**config.mk**
```make
export PLATFORM = sky130hd
export DESIGN_NAME = product_accumulator
export DESIGN_NICKNAME = d
export VERILOG_FILES = /design/src/rtl/product_accumulator.sv
export SDC_FILE = /design/constraint.sdc
export NUM_CORES = 1
export LEC_CHECK = 0
export BUFFER_PORTS_ARGS = -buffer_cell sky130_fd_sc_hd__buf_4
export CORE_AREA = 4 4 73 75
export DETAILED_ROUTE_END_ITERATION = 6
export DIE_AREA = 0 0 77 79
export HOLD_SLACK_MARGIN = 0.06
export MAX_ROUTING_LAYER = met4
export PLACE_DENSITY_LB_ADDON = 0.05
export SLEW_MARGIN = 20
export SYNTH_ARGS = -nofsm -noshare
export SYNTH_HDL_FRONTEND = slang
export SYNTH_SLANG_ARGS = --single-unit
```
**constraint.sdc**
```tcl
create_clock -name i_clk -period 3.2 [get_ports i_clk]
set_clock_uncertainty 0.05 [all_clocks]
set_input_delay 0.16 -clock i_clk [delete_from_list [all_inputs] [get_ports i_clk]]
set_output_delay 0.16 -clock i_clk [all_outputs]
set_load 0.05 [all_outputs]
```
**src/rtl/product_accumulator.sv**
```systemverilog
// Sums N_TERMS unsigned products into one result, with valid/ready on both sides and sticky overflow.
// Optional ACC_SATURATE_EN: clamp the accumulator at all-ones once it overflows instead of wrapping.
module product_accumulator #(
  parameter int unsigned PROD_W  = 8,
  parameter int unsigned ACC_W   = 12,
  parameter int unsigned N_TERMS = 4
) (
  input  logic              i_clk,
  input  logic              i_rst_n,
  input  logic              i_clear,
  input  logic              i_prod_valid,
  output logic              o_prod_ready,
  input  logic [PROD_W-1:0] i_product,
  output logic              o_sum_valid,
  input  logic              i_sum_ready,
  output logic [ACC_W-1:0]  o_sum,
  output logic              o_overflow,
  output logic [7:0]        o_term_count
);

  typedef enum logic [1:0] {StIdle, StAccum, StHold} state_e;

  state_e             state_q;
  logic [ACC_W-1:0]   acc_q;
  logic [7:0]         count_q;
  logic               sticky_q;
  logic [ACC_W-1:0]   sum_q;
  logic               ovf_q;
  logic               sum_valid_q;
  logic               prod_ready_q;

  logic               accept;
  logic [ACC_W:0]     sum_ext;
  logic               sticky_d;
  logic [ACC_W-1:0]   acc_add;
  logic [7:0]         count_next;
  logic               last_term;

  always_comb begin
    accept     = i_prod_valid & prod_ready_q;
    // One extra bit so the carry out of the top accumulator bit is visible.
    sum_ext    = {1'b0, acc_q} + {{(ACC_W + 1 - PROD_W){1'b0}}, i_product};
    sticky_d   = sticky_q | sum_ext[ACC_W];
`ifdef ACC_SATURATE_EN
    acc_add    = sticky_d ? {ACC_W{1'b1}} : sum_ext[ACC_W-1:0];
`else
    acc_add    = sum_ext[ACC_W-1:0];
`endif
    count_next = count_q + 8'd1;
    last_term  = (count_next == 8'(N_TERMS));
  end

  always_ff @(posedge i_clk or negedge i_rst_n) begin
    if (!i_rst_n) begin
      state_q      <= StIdle;
      acc_q        <= '0;
      count_q      <= '0;
      sticky_q     <= 1'b0;
      sum_q        <= '0;
      ovf_q        <= 1'b0;
      sum_valid_q  <= 1'b0;
      prod_ready_q <= 1'b0;
    end else if (i_clear) begin
      state_q      <= StIdle;
      acc_q        <= '0;
      count_q      <= '0;
      sticky_q     <= 1'b0;
      sum_q        <= '0;
      ovf_q        <= 1'b0;
      sum_valid_q  <= 1'b0;
      prod_ready_q <= 1'b1;
    end else begin
      case (state_q)
        StIdle, StAccum: begin
          prod_ready_q <= 1'b1;
          if (accept) begin
            acc_q    <= acc_add;
            count_q  <= count_next;
            sticky_q <= sticky_d;
            if (last_term) begin
              sum_q        <= acc_add;
              ovf_q        <= sticky_d;
              sum_valid_q  <= 1'b1;
              prod_ready_q <= 1'b0;
              state_q      <= StHold;
            end else begin
              state_q <= StAccum;
            end
          end
        end
        StHold: begin
          // Ready comes back one cycle after the handshake; no same-cycle bypass.
          if (i_sum_ready) begin
            sum_valid_q  <= 1'b0;
            acc_q        <= '0;
            count_q      <= '0;
            sticky_q     <= 1'b0;
            prod_ready_q <= 1'b1;
            state_q      <= StIdle;
          end
        end
        default: begin
          state_q      <= StIdle;
          acc_q        <= '0;
          count_q      <= '0;
          sticky_q     <= 1'b0;
          sum_valid_q  <= 1'b0;
          prod_ready_q <= 1'b1;
        end
      endcase
    end
  end

  assign o_prod_ready = prod_ready_q;
  assign o_sum_valid  = sum_valid_q;
  assign o_sum        = sum_q;
  assign o_overflow   = ovf_q;
  assign o_term_count = count_q;

endmodule

```
# Yosys cells after proc, flatten, opt, wreduce, memory -nomap -nowiden
# Index checks and enable logic that the tools add are counted.
[word_totals]
output_inout_bits = 23
wordCells = 60
ff_bits = 38
[classes]
eq_ne = 6
bitwise = 2
n_reduce_logical = 8
muxes = 34
n_addsub = 2
[ops]
columns = ["cell", "count"]
rows = [
  ["2-to-1 mux 12 bit", 7],
  ["2-to-1 mux 8 bit", 3],
  ["case mux 12 bit (2 select lines)", 1],
  ["case mux 8 bit (2 select lines)", 1],
  ["2-to-1 mux 1 bit", 14],
  ["adder 12 x 8 -> 13 bit", 1],
  ["inequality test 3 bit, second input constant", 3],
  ["adder 8 x 1 -> 8 bit, second input constant", 1],
  ["equality test 8 x 3 -> 1 bit, second input constant", 1],
  ["2-to-1 mux 2 bit", 4],
  ["case mux 1 bit (2 select lines)", 3],
  ["AND reduction 3 bit", 2],
  ["nonzero test 2 bit", 3],
  ["case mux 2 bit (2 select lines)", 1],
  ["equality test 2 x 1 -> 1 bit, second input constant", 1],
  ["equality test 2 bit, second input constant", 1],
  ["logical NOT 2 bit", 1],
  ["AND reduction 2 bit", 1],
  ["OR reduction 2 bit", 1],
  ["AND 1 bit", 1],
  ["bitwise OR 1 bit", 1],
]

# Longest topological paths before layout
# Gate-level depths: netlist of run 1.
[logic_depth]
ltp_word = 6
depth_mapped = 8
mapped_depth_nobuf = 8

# Worst setup path after synthesis of run 1
# OpenSTA, ideal clock, no wires.
[synth_path]
path_kind = "flip-flop to flip-flop"
startpoint = "reg count_q[0] (netlist: o_term_count[0])"
endpoint = "reg sum_q[0] (netlist: o_sum[0])"
path_buffers = 1
synth_period_minus_slack_ns = 2.369
arrival_time_ns = 2.187
stages_incl_launch_ff = 9
required_ns = 3.018
setup_slack_ns = 0.831
cell_sequence = "dfrtp_1 ha_1 and3_4 and3_4 nand4bb_4 a211oi_2 buf_6 mux2i_1 nor2_1"
[synth_via]
elab_chain_len = 4
[synth_lines]
columns = ["item", "line_no", "text"]
rows = [
  ["start: declaration", "25", "logic [7:0] count_q;"],
  ["start signal: assignment", "78", "count_q <= count_next;"],
  ["adder 8 x 1 -> 8 bit", "49", "count_next = count_q + 8'd1;"],
  ["equality test 8 x 3 -> 1 bit", "50", "last_term = (count_next == 8'(N_TERMS));"],
  ["nonzero test 2 bit (no line)", "--", ""],
  ["AND reduction 3 bit (no line)", "--", ""],
  ["end signal: assignment", "59", "sum_q <= '0;"],
  ["end signal: assignment", "68", "sum_q <= '0;"],
  ["end signal: assignment", "81", "sum_q <= acc_add;"],
  ["end: declaration", "27", "logic [ACC_W-1:0] sum_q;"],
]
# No other way between the ends.
# A chain may end at the register's enable or synchronous reset.

# Final worst setup path of run 1
[layout_path]
startpoint = "reg acc_q[0]"
endpoint = "reg acc_q[8]"
[layout_via]
elab_chain_len = 4
[layout_lines]
columns = ["item", "line_no", "text"]
rows = [
  ["start: declaration", "24", "logic [ACC_W-1:0] acc_q;"],
  ["start signal: assignment", "56", "acc_q <= '0;"],
  ["start signal: assignment", "65", "acc_q <= '0;"],
  ["start signal: assignment", "77", "acc_q <= acc_add;"],
  ["adder 12 x 8 -> 13 bit", "42", "sum_ext = {1'b0, acc_q} + {{(ACC_W + 1 - PROD_W){1'b0}}, i_product};"],
  ["2-to-1 mux 12 bit", "76", "if (accept) begin"],
  ["case mux 12 bit (2 select lines)", "73", "case (state_q)"],
  ["2-to-1 mux 12 bit", "63", "end else if (i_clear) begin"],
]
# No other way between the ends. The select of a mux whose other input is x is not followed.

==> run_results.csv, run 1 <==
group,metric,value,unit
drt,vias,1739,
worst_setup_path,cp_max_fo,3,
die,die_area,6080,um^2
sta,min_period,2.37,ns
synth,ys_warn_count,0,
sta,timing.final.ws_setup,0.826,ns
finish,nFillCells,411,
die,coreArea,4660,um^2
global_route,grt_pass1_wl,8.09,mm
clock_tree,post_cts_resized,0,
clock_tree,cts_tree,"done",
worst_setup_path,cp-start-kind,"flip-flop",
worst_hold_path,hold_depth,4,
clock_tree,htree_levels,2,
worst_hold_path,min_path_type,"input pin to flip-flop",
sta,whs,0.0773,ns
sta,rsz0062_at_grt,"no",
global_route,grt_pass1_vias,1696,
place,post-place-ws,0.842,ns
sta,final-max-slew-violation-count,0,
sta,setup-violations-final,0,
sta,tns,0,ns
sta,relSlewSlack,67.5,%
place,hpwl,3.21,mm
clock_tree,path_clk_slew,0.07,ns
clock_tree,clkLatencyLatePin,0.29,ns
synth,synth_ff_type,"dfrtp_1",
finish,drive_above_1_share,20.0,%
synth,yosysUniqueCellTypes,44,
drt,vias_per_cell,5.54,
clock_tree,cts_hold_buf,1,
die,initial_core_util,46.1,%
die,io_pins,36,
synth,syn_inst,223,
clock_tree,cts-root-buf,"clkbuf_8",
place,gp_congestion,0.767,
synth,yosysTopAreaCell,"dfrtp_1",
run_status,outcome,"finished, final reports clean",
clock_tree,cts_buffer_depth,2,
pwr,ir_drop,0.189,mV
synth,syn-num-nets,247,
finish,syn_to_final_growth,19.7,%
global_route,track_usage,17.0,%
worst_setup_path,worst_setup_path_startpoint,"acc_q[0]",
drt,drt_pass1_iterations,4,
synth,async_flop_share,100,%
worst_setup_path,worstSetupPathType,"flip-flop to flip-flop",
worst_setup_path,arrival,2.56,ns
pwr,leakage,1.21,nW
sta,hold_violations,0,
job,drv_cap,0,
global_route,antenna_found_initial,0,
clock_tree,cts.sinks,38,
drt,route.antenna.remaining_nets,0,
drt,wl,4.63,mm
clock_tree,cts_setup_buffers,0,
die,rows,25,
sta,tightestPinTransition,0.488,ns
synth,ys_seq_area_share,44.3,%
worst_setup_path,reg2reg_from,"acc_q[0]",
drt,drt-wirelength-per-cell,14.7,um
drt,drc_errors,0,
die,die_w,77,um
worst_setup_path,worstSetupEndpointType,"flip-flop",
clock_tree,cts_buffers,5,
worst_setup_path,r2r-end,"acc_q[8]",
place,port_buffers,35,
worst_setup_path,worst_ep_required_time,3.38,ns
finish,diodes,0,
die,die_h,79,um
synth,netlist.area_leader.share,44.3,%
global_route,grt_max_degree,39,
global_route,overflow,0,
synth,synth_top_cells_by_area,"dfrtp_1 (44%), ha_1 (5.8%), nor2_1 (4.4%), o21ai_0 (4.2%), a22o_1 (3.7%)",
synth,synth_edf_count,0,
sta,fmax,421,MHz
sta,post-route-period-util,74.2,%
synth,synth-seq-cells,38,
worst_setup_path,reg2regPathDepth,8,
synth,synthesis.area,2150,um^2
worst_setup_path,r2r_setup_slack,0.83,ns
finish,nets,283,
drt,drtIter0Drc,108,
worst_hold_path,timing.hold.worst_endpoint,"o_sum_valid",
worst_hold_path,holdCritStartpoint,"i_sum_ready",
pwr,powerDensity,441,nW/um^2
synth,synth.avg_cell_area,9.63,um^2
-- cell usage in the layout (no fill, tap or decap), types with 2 or more instances in the layout --
cell type / n
clkbuf_8: 8
nor3_1: 2
nor3b_1: 2
a22o_1: 9
buf_4: 38
and3_4: 2
nand2_1: 17
o21ai_1: 7
o31ai_1: 2
a211oi_2: 2
a31oi_1: 3
xor2_1: 3
nand3_1: 11
nor2_1: 25
inv_1: 4
dfrtp_1: 38
and3_1: 2
ha_1: 10
a211oi_1: 2
nor2b_1: 2
nand2b_1: 3
o211ai_1: 2
xnor2_1: 7
o21ai_0: 18
or3_1: 4
mux2i_1: 7
a21oi_1: 14
-- flip-flops by register name, summed over array words and instances (netlist names) --
name / cells
acc_q: 12
o_prod_ready: 1
sticky_q: 1
o_term_count: 8
o_overflow: 1
o_sum_valid: 1
state_q: 2
o_sum: 12
-- layout make-up --
cell class	count	area, um^2	share of cell area, %
multi-input cells	171	1130	44.0
clock buffers	8	110	4.28
inverters	4	15.0	0.584
flip-flops and latches	38	951	37.0
repair buffers	39	295	11.5
well taps	54	67.6	2.63
-- how the worst max path moves through the flow --
| stage | slack (ns) | cells past startpoint | endpoint |
|---|---|---|---|
| floorplan | 0.83 | 8 | o_sum[0] |
| detailed placement | 0.84 | 8 | o_sum[10] |
| CTS | 0.84 | 8 | acc_q[8] |
| global placement | 0.86 | 8 | o_sum[10] |
| global route | 0.70 | 8 | o_sum[10] |
| finish | 0.83 | 8 | acc_q[8] |
-- synthesized netlist by cell type, types with 2 or more instances --
master / number
a211oi_2: 2
mux2i_1: 7
nand3_1: 11
and3_4: 2
nor2_1: 25
inv_1: 4
xnor2_1: 7
nand2_1: 17
o211ai_1: 2
a21oi_1: 14
o21ai_1: 7
clkbuf_1: 7
o31ai_1: 2
a31oi_1: 3
and3_1: 2
ha_1: 10
a22o_1: 9
xor2_1: 3
nor3b_1: 2
or3_1: 4
a211oi_1: 2
nor2b_1: 2
dfrtp_1: 38
nand2b_1: 3
o21ai_0: 18
nor3_1: 2
-- worst max-delay path, cell delays in order, from the launching register on --
cell	delay, ns
dfrtp_1	0.38
ha_1	0.22
fa_1	0.41
a21oi_1	0.18
o211ai_1	0.16
o31a_1	0.28
or2_1	0.25
o31ai_1	0.22
a22o_1	0.17
-- power by group --
| group | internal (mW) | total [mW] | switching (mW) |
|---|---|---|---|
| Clock | 0.218 | 0.386 | 0.168 |
| Sequential | 0.500 | 0.518 | 0.0179 |
| Combinational | 0.0980 | 0.230 | 0.132 |
-- metrics by stage --
step	cells	cell area (um^2)	util [%]	power [mW]
2_1_floorplan	223	2150	-	0.692
3_3_place_gp	305	2450	52.6	0.758
3_5_place_dp	305	2450	52.6	0.758
4_1_cts	314	2570	55.1	1.15
5_1_grt	314	2570	55.1	1.20
6_report	314	2570	55.1	1.13
-- cells by family (layout without fill, tap and decap cells) --
logic type,after synthesis,after routing,share of synthesized area (%)
multiplexers,7,7,3.26
AND/OR/NAND/NOR,76,76,18.6
buffers and inverters,14,51,3.03
XOR/XNOR,10,10,4.08
AO/OA/AOI/OAI,67,67,20.0
flip-flops,38,38,44.3
adder cells (fa/ha/maj),11,11,6.76
-- layer usage --
metal,vias to the layer above,global-route usage (%),share of wire [%]
met5,-,-,0
met4,0,5.34,1.4
met3,7,3.63,3.3
met2,32,26.7,45
met1,821,22.2,51
li1,879,-,-
(Power assumes the default switching activity.)
==> inputs of run 2 (changes only) <==
==> constraint.sdc (replaced) <==
create_clock -name i_clk -period 1.9 [get_ports i_clk]
set_clock_uncertainty 0.05 [all_clocks]
set_input_delay 0.095 -clock i_clk [delete_from_list [all_inputs] [get_ports i_clk]]
set_output_delay 0.095 -clock i_clk [all_outputs]
set_load 0.05 [all_outputs]
==> run 2 against run 1 <==
The run now ends with setup timing left. Global-route usage rose by 2.1 points. Utilization rose by 7.4 points. Flip-flop and latch count did not move. Largest power group unchanged. Sequential power rose by 68%. Critical path depth did not move. Maximum frequency rose by 7.3%. Combinational power rose by 130%. Via count rose by 6.8%. Register-to-register slack got worse by 1.1 ns. Non-clock buffer count rose by 36. Hold slack improved by 0.019 ns.
==> run_results.csv, run 2 (synthesis results as in run 1) <==
group,metric,value,unit
run_status,outcome,"finished, violations left",
run_status,violations,"setup timing",
pwr,seq_power_share,44.1,%
drt,drc_errors,0,
drt,drtIter0Drc,64,
worst_setup_path,worstSetupEndpointType,"flip-flop",
clock_tree,cts_tree,"done",
pwr,leakage,1.39,nW
place,dp_cells,336,
sta,hold_violations,0,
pwr,powerDensity,678,nW/um^2
worst_setup_path,cp_max_fo,3,
sta,whs,0.0964,ns
die,rows,25,
finish,post-route-util,62.6,%
pwr,p_clk_share,29.5,%
die,initial_core_util,46.1,%
sta,fmax,452,MHz
drt,drt_pass1_iterations,4,
global_route,overflow,0,
sta,tightestPinTransition,0.487,ns
pwr,p_sw,0.583,mW
finish,syn_to_final_growth,35.8,%
drt,drt-wirelength-per-cell,14.7,um
clock_tree,cts-root-buf,"clkbuf_8",
worst_setup_path,worst_ep_required_time,2.09,ns
job,drv_cap,0,
clock_tree,htree_levels,2,
pwr,ir_drop,0.592,mV
place,port_buffers,35,
sta,min_period,2.21,ns
finish,drive_above_1_share,35.1,%
global_route,grt_max_degree,39,
clock_tree,cts_buffers,5,
global_route,grt_pass1_wl,8.90,mm
die,die_h,79,um
worst_hold_path,min_path_type,"input pin to flip-flop",
clock_tree,clkLatencyLatePin,0.29,ns
sta,setup-violations-final,20,
pwr,cellInternalPower,1.39,mW
finish,final_cell_mix,"buf_4 (71), dfrtp_1 (33), nor2_1 (24)",
sta,rsz0062_at_grt,"yes",
global_route,antenna_found_initial,0,
worst_hold_path,holdCritStartpoint,"i_prod_valid",
pwr,power.share.combinational,26.4,%
drt,vias_per_cell,5.31,
global_route,grt_pass1_vias,1859,
worst_setup_path,worstSetupPathType,"flip-flop to flip-flop",
sta,tns,-3.26,ns
global_route,track_usage,19.1,%
sta,final-max-slew-violation-count,0,
finish,nets,319,
worst_setup_path,cp-start-kind,"flip-flop",
clock_tree,path_clk_slew,0.08,ns
worst_setup_path,arrival,2.40,ns
worst_setup_path,reg2reg_from,"acc_q[0]",
place,hpwl,3.71,mm
drt,vias,1857,
drt,route.antenna.remaining_nets,0,
finish,diodes,0,
place,gp_congestion,0.782,
worst_setup_path,worst_setup_path_startpoint,"acc_q[0]",
pwr,swShare,29.5,%
clock_tree,cts_buffer_depth,2,
finish,final_common_cell,"buf_4",
clock_tree,cts.sinks,38,
die,die_area,6080,um^2
drt,wl,5.13,mm
die,coreArea,4660,um^2
sta,post-route-period-util,116,%
sta,timing.final.ws_setup,-0.313,ns
sta,relSlewSlack,67.5,%
finish,final_cells,350,
die,die_w,77,um
die,io_pins,36,
==> run 2: final timing paths <==
kind / slack [ns] / endpoint / depth (start not counted)
max: -0.31 / acc_q[8] / 8
min: 0.1 / state_q[0] / 3
max reg2reg: -0.31 / acc_q[8] / 8
min reg2reg: 0.44 / acc_q[2] / 2
max in group asynchronous: 1.17 / o_term_count[3] / 2
min in group asynchronous: 0.26 / acc_q[11] / 2
==> run 2: power by group through the flow <==
stage / clock network [mW] / registers, mW / logic (mW)
4_1_cts: 0.601 / 0.871 / 0.498
3_3_place_gp: 0 / 0.885 / 0.467
5_1_grt: 0.641 / 0.876 / 0.579
6_report: 0.583 / 0.870 / 0.522
3_5_place_dp: 0 / 0.886 / 0.473
2_1_floorplan: 0 / 0.896 / 0.279
==> run 2: critical path, cell delays in order (launching register included) <==
cell      delay [ns]
dfrtp_1         0.38
ha_2            0.19
fa_2            0.35
a21oi_2         0.14
o211ai_1        0.14
o31a_1          0.29
or2_1           0.24
o31ai_1         0.20
a22o_1          0.17
==> run 2: timing repair <==
item / in CTS / in global routing
gates resized for setup: 5 / 6
hold buffers: 3 / 0
pin swaps: 2 / 2
endpoints found under the hold margin: 41 / 0
setup buffers: 2 / 2
endpoints found under the setup margin: 21 / 25
==> run 2: cell type report <==
class	count	area, um^2
clock inverter	1	5.00
sequential	38	957
inverter	4	15.0
timing repair buffer	75	574
tap	54	67.6
multi-input combinational	171	1210
clock buffer	7	86.3
fill	409	1750
==> run 2: per-layer routing <==
metal | global-route usage, % | routed length (um)
met4 | 6.76 | 76
met3 | 3.63 | 182
met2 | 30.1 | 2380
met1 | 24.8 | 2490
met5 | - | 0
==> run 2: stage by stage <==
stage	power, mW	worst slack, ns	area (um^2)
2_1_floorplan	1.17	-0.248	2190
3_3_place_gp	1.35	-0.284	2720
3_5_place_dp	1.36	-0.320	2720
4_1_cts	1.97	-0.298	2880
5_1_grt	2.10	-0.460	2920
6_report	1.98	-0.313	2920
